### config.mk
export PLATFORM = sky130hd
export DESIGN_NAME = auction_seq_ctrl
export DESIGN_NICKNAME = d
export VERILOG_FILES = /design/src/rtl/auction_seq_ctrl.sv
export SDC_FILE = /design/constraint.sdc
export NUM_CORES = 1
export LEC_CHECK = 0
export BUFFER_PORTS_ARGS = -buffer_cell sky130_fd_sc_hd__buf_2
export CAP_MARGIN = 10
export CORE_ASPECT_RATIO = 1.25
export CORE_MARGIN = 1
export CORE_UTILIZATION = 30
export CTS_CLUSTER_SIZE = 28
export DETAILED_ROUTE_END_ITERATION = 10
export SLEW_MARGIN = 25
export SYNTH_ARGS = -nofsm -noshare
export SYNTH_HDL_FRONTEND = slang
export SYNTH_SLANG_ARGS = --single-unit
### constraint.sdc
create_clock -name clk -period 5.5 [get_ports clk]
set_clock_uncertainty 0.05 [all_clocks]
set_input_delay 0.275 -clock clk [delete_from_list [all_inputs] [get_ports clk]]
set_output_delay 0.275 -clock clk [all_outputs]
set_load 0.01 [all_outputs]
### src/rtl/auction_seq_ctrl.sv
// Purpose: sequential first-price sealed-bid auction controller for 2**N bidders; o = {winning_bid, winner}.
// Latency: result registered 1 cycle after the final bid or close; bids accepted one per cycle.
// Backpressure: bid_ready only in COLLECT, duplicates still handshake; result held until res_ready.
module auction_seq_ctrl #(
    parameter int N = 2,
    parameter int W = 16
) (
    input  logic           clk,
    input  logic           rst_n,
    input  logic           start,
    input  logic           bid_valid,
    output logic           bid_ready,
    input  logic [N-1:0]   bid_id,
    input  logic [W-1:0]   bid,
    input  logic           close,
    output logic           res_valid,
    input  logic           res_ready,
    output logic [N+W-1:0] o,
    output logic           no_bids,
    output logic           dup_err,
    output logic           busy
);

    localparam int NB = 2 ** N;

    typedef enum logic [1:0] {
        IDLE,
        COLLECT,
        DONE
    } state_t;

    typedef struct packed {
        logic [W-1:0] bid;
        logic [N-1:0] id;
    } result_t;

    state_t        state, state_nxt;
    logic [NB-1:0] mask, mask_nxt;
    logic [W-1:0]  max_bid, max_bid_nxt;
    logic [N-1:0]  max_id, max_id_nxt;
    logic          have_bid, have_bid_nxt;
    logic          accept, fresh, better, finish;
    result_t       res_q;

    assign bid_ready = (state == COLLECT);
    assign res_valid = (state == DONE);
    assign busy      = (state != IDLE);
    assign o         = res_q;

    // Running maximum including this cycle's bid, so close/all-in sees it immediately.
    always_comb begin
        accept       = bid_valid & bid_ready;
        fresh        = accept & ~mask[bid_id];
        better       = ~have_bid || (bid > max_bid) || ((bid == max_bid) && (bid_id < max_id));
        mask_nxt     = mask;
        max_bid_nxt  = max_bid;
        max_id_nxt   = max_id;
        have_bid_nxt = have_bid;
        if (fresh) begin
            mask_nxt[bid_id] = 1'b1;
            have_bid_nxt     = 1'b1;
            if (better) begin
                max_bid_nxt = bid;
                max_id_nxt  = bid_id;
            end
        end
        finish = (state == COLLECT) && ((&mask_nxt) || close);
    end

    always_comb begin
        state_nxt = state;
        case (state)
            IDLE:    if (start)     state_nxt = COLLECT;
            COLLECT: if (finish)    state_nxt = DONE;
            DONE:    if (res_ready) state_nxt = IDLE;
            default: state_nxt = IDLE;
        endcase
    end

    always_ff @(posedge clk or negedge rst_n) begin
        if (!rst_n) begin
            state <= IDLE;
        end else begin
            state <= state_nxt;
        end
    end

    always_ff @(posedge clk or negedge rst_n) begin
        if (!rst_n) begin
            mask     <= '0;
            max_bid  <= '0;
            max_id   <= '0;
            have_bid <= 1'b0;
            res_q    <= '0;
            no_bids  <= 1'b0;
            dup_err  <= 1'b0;
        end else begin
            case (state)
                IDLE: begin
                    if (start) begin
                        mask     <= '0;
                        max_bid  <= '0;
                        max_id   <= '0;
                        have_bid <= 1'b0;
                        dup_err  <= 1'b0;
                    end
                end
                COLLECT: begin
                    mask     <= mask_nxt;
                    max_bid  <= max_bid_nxt;
                    max_id   <= max_id_nxt;
                    have_bid <= have_bid_nxt;
                    if (accept && mask[bid_id]) begin
                        dup_err <= 1'b1;
                    end
                    if (finish) begin
                        res_q.bid <= max_bid_nxt;
                        res_q.id  <= max_id_nxt;
                        no_bids   <= ~|mask_nxt;
                    end
                end
                DONE: begin
                    // o deliberately keeps the last result after the transfer.
                    if (res_ready) begin
                        no_bids <= 1'b0;
                        dup_err <= 1'b0;
                    end
                end
                default: ;
            endcase
        end
    end

endmodule

==> metrics, run 1 <==
path type of the worst min-delay path in -> reg; DP HPWL 4060 µm; Reg power frac 0.404; most frequent cells in the layout nand2_1 (62), dfrtp_1 (45), buf_2 (45); n_diodes 0; Synth async-reset ratio 1.00; Worst R2R Path Depth 8; Initial Util 0.312; WL final 5760 µm; # setup viols final 0; postcts setup bufs 0; Slew @ Worst Pin 0.891 ns; DRT iter0 DRCs 106; hold depth 2; share of total power in the clock network 0.146; placed insts 399; core box area 7880 µm²; num rows 36; All-Layer GR Usage 0.148; unrepaired setup endpoints after global routing false; Die Wd 83.0 µm; vias in the first global route 2101; register area 1130 µm²; Worst Path Required 5.69 ns; CP endpoint kind flip-flop; Max-Cap Viols 0; Fillers 831; final setup margin 2.59 ns; Leak 1.31 nW; sequential area share after synthesis 0.458; Post-synth EDFFs 0; Critical Path Source Type flip-flop; status finished, final reports clean; Yosys cell types 44; Synth Register Bits 45; fmax 344 MHz; Syn Inst Count 272; CTS H-tree depth 2; period utilization 0.529; PD cells 488 nW/µm²; Post-Place Cell Area 2750 µm²; Final nets 353; Synth Cell Area 2460 µm²; Mean Syn Cell Area 9.05 µm²; Hold Vio Cnt, Final 0; setup TNS 0 ns; post-synthesis net count 313; Port-buffer cells 46; Hold Slack 0.136 ns; Layout Utilization 0.360; Die Height 103 µm; CTS tree done; Worst-path clk slew 0.09 ns; # DRC 0; vias per cell 5.04; root buffer cell clkbuf_8; first-pass GRT wire length 9990 µm; Psw 579 µW; CP max FO 19; CTS Buffer Depth 2; Power Internal 807 µW; drt pass-1 iters 4; Finished Cell Area 2840 µm²; sw frac 0.418; Vias 2057; Clk Latency, worst-skew pair 0.30 ns; Multi-input gate area 1180 µm²; Final Critical Period 2.91 ns; final cell count without fillers 408; layout cell share with drive strength beyond 1 0.201; Slew Limit Fails 0; Setup Slack @ Placement 2.55 ns; Syn. warnings 0; Clock Sinks 45; GP Congestion 0.746; Syn-to-layout area delta 15.5%; CP Class reg -> reg; Num CTS Buffers 5; crit path DAT 3.10 ns; Post-DRT Antenna Nets 0; largest net degree at the start of global routing 46; total power 1.39 mW; die area 8570 µm²; GRT overflow 0; Worst VDD drop 0.207 mV; max_slew headroom 0.406; antenna violations before repair 0; Wirelength per Cell 14.1 µm; ys flop type dfrtp_1; num ports 47; most common cell after layout, fill and taps aside nand2_1; Logic pwr share 0.450
## cells in the mapped netlist (2+ instances only)
cell	n	area, µm²
o21ai_1	10	50.1
buf_4	2	15.0
dfrtp_1	45	1130
a21oi_1	6	30.0
a21o_1	2	15.0
nor2_1	23	86.3
o21ai_0	5	25.0
ha_1	17	213
nand4_1	4	25.0
clkbuf_1	7	26.3
nand2_1	62	233
inv_1	22	82.6
a211o_1	2	17.5
nor4_1	2	12.5
nand2b_1	3	18.8
a31oi_1	20	125
a22o_1	9	78.8
buf_2	4	20.0
and2b_1	2	15.0
## final cells by class
class | count | area share
clock buffer | 6 | 0.0255
multi-input combinational | 190 | 0.416
sequential | 45 | 0.396
tap | 95 | 0.0418
clock inverter | 2 | 0.00352
inverter | 22 | 0.0291
timing repair buffer | 48 | 0.0881
## path summary, 6_finish.rpt
check / slack, ns / startpoint / endpoint
setup / recovery: 2.59 / max_bid[3] / max_bid[7]
hold / removal: 0.14 / res_ready / state[1]
setup reg to reg: 2.59 / max_bid[3] / max_bid[7]
hold reg to reg: 0.46 / have_bid / have_bid
max in group asynchronous: 4.53 / rst_n / max_bid[5]
min in group asynchronous: 0.47 / rst_n / max_bid[2]
## flip-flops by register name, indices dropped and copies added, names as in the netlist
signal and count:
state 2, max_bid 16, have_bid 1, o 18, dup_err 1, mask 4, max_id 2, no_bids 1
## power by group through the flow
stage,Sequential [mW],Combinational [mW],Clock (mW)
floorplan,0.574,0.427,0
global placement,0.565,0.617,0
detailed placement,0.569,0.629,0
CTS,0.562,0.635,0.211
global route,0.583,0.713,0.225
finish,0.561,0.623,0.203
## what timing repair did
| action | CTS | global route |
|---|---|---|
| endpoints found under the hold margin | 45 | 0 |
| resized for setup | 0 | 0 |
| endpoints found under the setup margin | 0 | 0 |
| hold buffers | 1 | 0 |
## logic make-up (layout without fill, tap and decap cells)
group / after synthesis / in the layout / synth area share
simple gates: 106 / 106 / 0.195
fa+ha+maj: 17 / 17 / 0.0864
buf+inv: 37 / 78 / 0.0646
mux: 2 / 2 / 0.0132
compound gates: 65 / 65 / 0.184
flops: 45 / 45 / 0.458
## critical path, cell delays in order, from the launching register on
cell	delay, ns
dfrtp_1	0.38
inv_1	0.05
ha_1	0.28
a21oi_1	0.19
o221ai_1	0.15
a221o_1	0.40
o21ai_2	0.70
a211o_1	0.45
a22o_1	0.19
## per-layer routing
layer | share of wire | track usage | vias to the layer above
met5 | 0 | 0 | -
met4 | 0.015 | 0.0544 | 0
met3 | 0.032 | 0.0325 | 5
met2 | 0.49 | 0.269 | 44
met1 | 0.47 | 0.172 | 985
li1 | - | - | 1023
No activity file was read; power rests on OpenSTA's default activity.
==> run 2, diff against run 1 <==
- clock period: 5.5 -> 2.4 ns (I/O delays scaled with it)
==> run 2 against run 1 <==
Register-to-register slack lost 2.6 ns. First-iteration DRC count decreased by 25%. Die area stayed put.
==> metrics, run 2 (synthesized netlist as in run 1, its figures left out) <==
Slew @ Worst Pin 0.588 ns; worst-path cell chain inv_1, ha_1, nand4_1, nor4_2, a221o_1, o21ai_4, a211o_4, a22o_1; max_slew headroom 0.608; max FFs per register 18; GRT overflow 0; CP endpoint kind flip-flop; Post-Place Cell Area 2950 µm²; num ports 47; Buf/Inv on CP 1; All-Layer GR Usage 0.138; Clock Sinks 45; Post-DRT Antenna Nets 0; Worst Path Required 2.54 ns; most common cell after layout, fill and taps aside nand2_1; Port-buffer cells 46; Hold Vio Cnt, Final 0; Vias 2162; Initial Util 0.312; vias per cell 4.97; CP Class reg -> reg; Fillers 784; Clk Latency, worst-skew pair 0.30 ns; Worst-path clk slew 0.08 ns; DP HPWL 4130 µm; CP max FO 5; status finished, final reports clean; Final Critical Period 2.39 ns; n_diodes 0; core box area 7880 µm²; path type of the worst min-delay path in -> reg; drt pass-1 iters 4; Worst VDD drop 0.481 mV; num rows 36; register area 1130 µm²; Leak 1.49 nW; Multi-input gate area 1290 µm²; # DRC 0; GP Congestion 0.732; total power 3.72 mW; vias in the first global route 2060; largest net degree at the start of global routing 46; setup slack, reg-to-reg 0.01 ns; WL final 6240 µm; Syn-to-layout area delta 32.5%; root buffer cell clkbuf_8; Wirelength per Cell 14.3 µm; DRT iter0 DRCs 80; unrepaired setup endpoints after global routing true; Top delay family on crit path compound AO/OA/AOI/OAI gates; most frequent cells in the layout nand2_1 (61), buf_2 (46), dfrtp_1 (45); Max-Cap Viols 0; CP max stage delay 0.38 ns; crit path max-delay cell type nor4_2; Die Wd 83.0 µm; CTS tree done; # setup viols final 0; Slew Limit Fails 0; Die Height 103 µm; first-pass GRT wire length 9540 µm; die area 8570 µm²; Finished Cell Area 3260 µm²; crit path DAT 2.53 ns; Num CTS Buffers 5; Critical Path Source Type flip-flop; layout cell share with drive strength beyond 1 0.288; PD cells 1140 nW/µm²; setup TNS 0 ns; CTS H-tree depth 2; antenna violations before repair 0; Final nets 380; CTS Buffer Depth 2; fmax 419 MHz; period utilization 0.995
-- run 2: path summary, 6_finish.rpt --
path,start,endpoint,cells past startpoint
max in group asynchronous,rst_n,o[6],3
hold / removal,bid[0],max_bid[0],3
min in group asynchronous,rst_n,mask[0],3
setup / recovery,max_bid[5],max_bid[13],8
setup reg to reg,max_bid[5],max_bid[13],8
hold reg to reg,max_bid[12],max_bid[12],1
-- run 2: routing by layer --
| metal | global-route usage | wire [µm] |
|---|---|---|
| met1 | 0.171 | 2870 |
| met2 | 0.248 | 3090 |
| met3 | 0.0222 | 233 |
| met4 | 0.0438 | 46 |
| met5 | 0 | 0 |
-- run 2: where the power goes --
group          switching (mW)  internal, mW  total, mW  leakage [nW]
clock                   0.264         0.340      0.604        0.0585
sequential              0.177          1.06       1.24         0.567
combinational            1.00         0.870       1.87         0.869
total                    1.44          2.27       3.72          1.49
-- run 2: timing repair --
item	4_1_cts	5_1_grt
buffers inserted	0	3
gates cloned	0	3
endpoints found under the setup margin	9	32
hold buffers	2	0
pin swaps	0	3
gates resized for setup	1	13
hold endpoints to repair	46	0
-- run 2: tightest hold or removal path, cell delays in order --
cell and delay, ns:
buf_2 0.09, nand2_1 0.06, o21ai_1 0.07
-- run 2: cell type report --
type | count | share of cell area
Multi-Input combinational cell | 191 | 0.396
Sequential cell | 45 | 0.345
Timing Repair Buffer | 74 | 0.161
Tap cell | 95 | 0.0364
Clock buffer | 7 | 0.0265
Inverter | 22 | 0.0253
Clock inverter | 1 | 0.00921
-- run 2: stage by stage --
stage | hold WS, ns | setup slack (ns) | util | cells
global placement | 0.193 | 0.0323 | 0.374 | 419
floorplan | -0.226 | 0.0317 | - | 272
finish | 0.0211 | 0.0120 | 0.414 | 435
CTS | 0.0141 | 0.00335 | 0.391 | 429
detailed placement | 0.201 | -0.000903 | 0.374 | 419
global route | 0.0272 | -0.0792 | 0.414 | 435
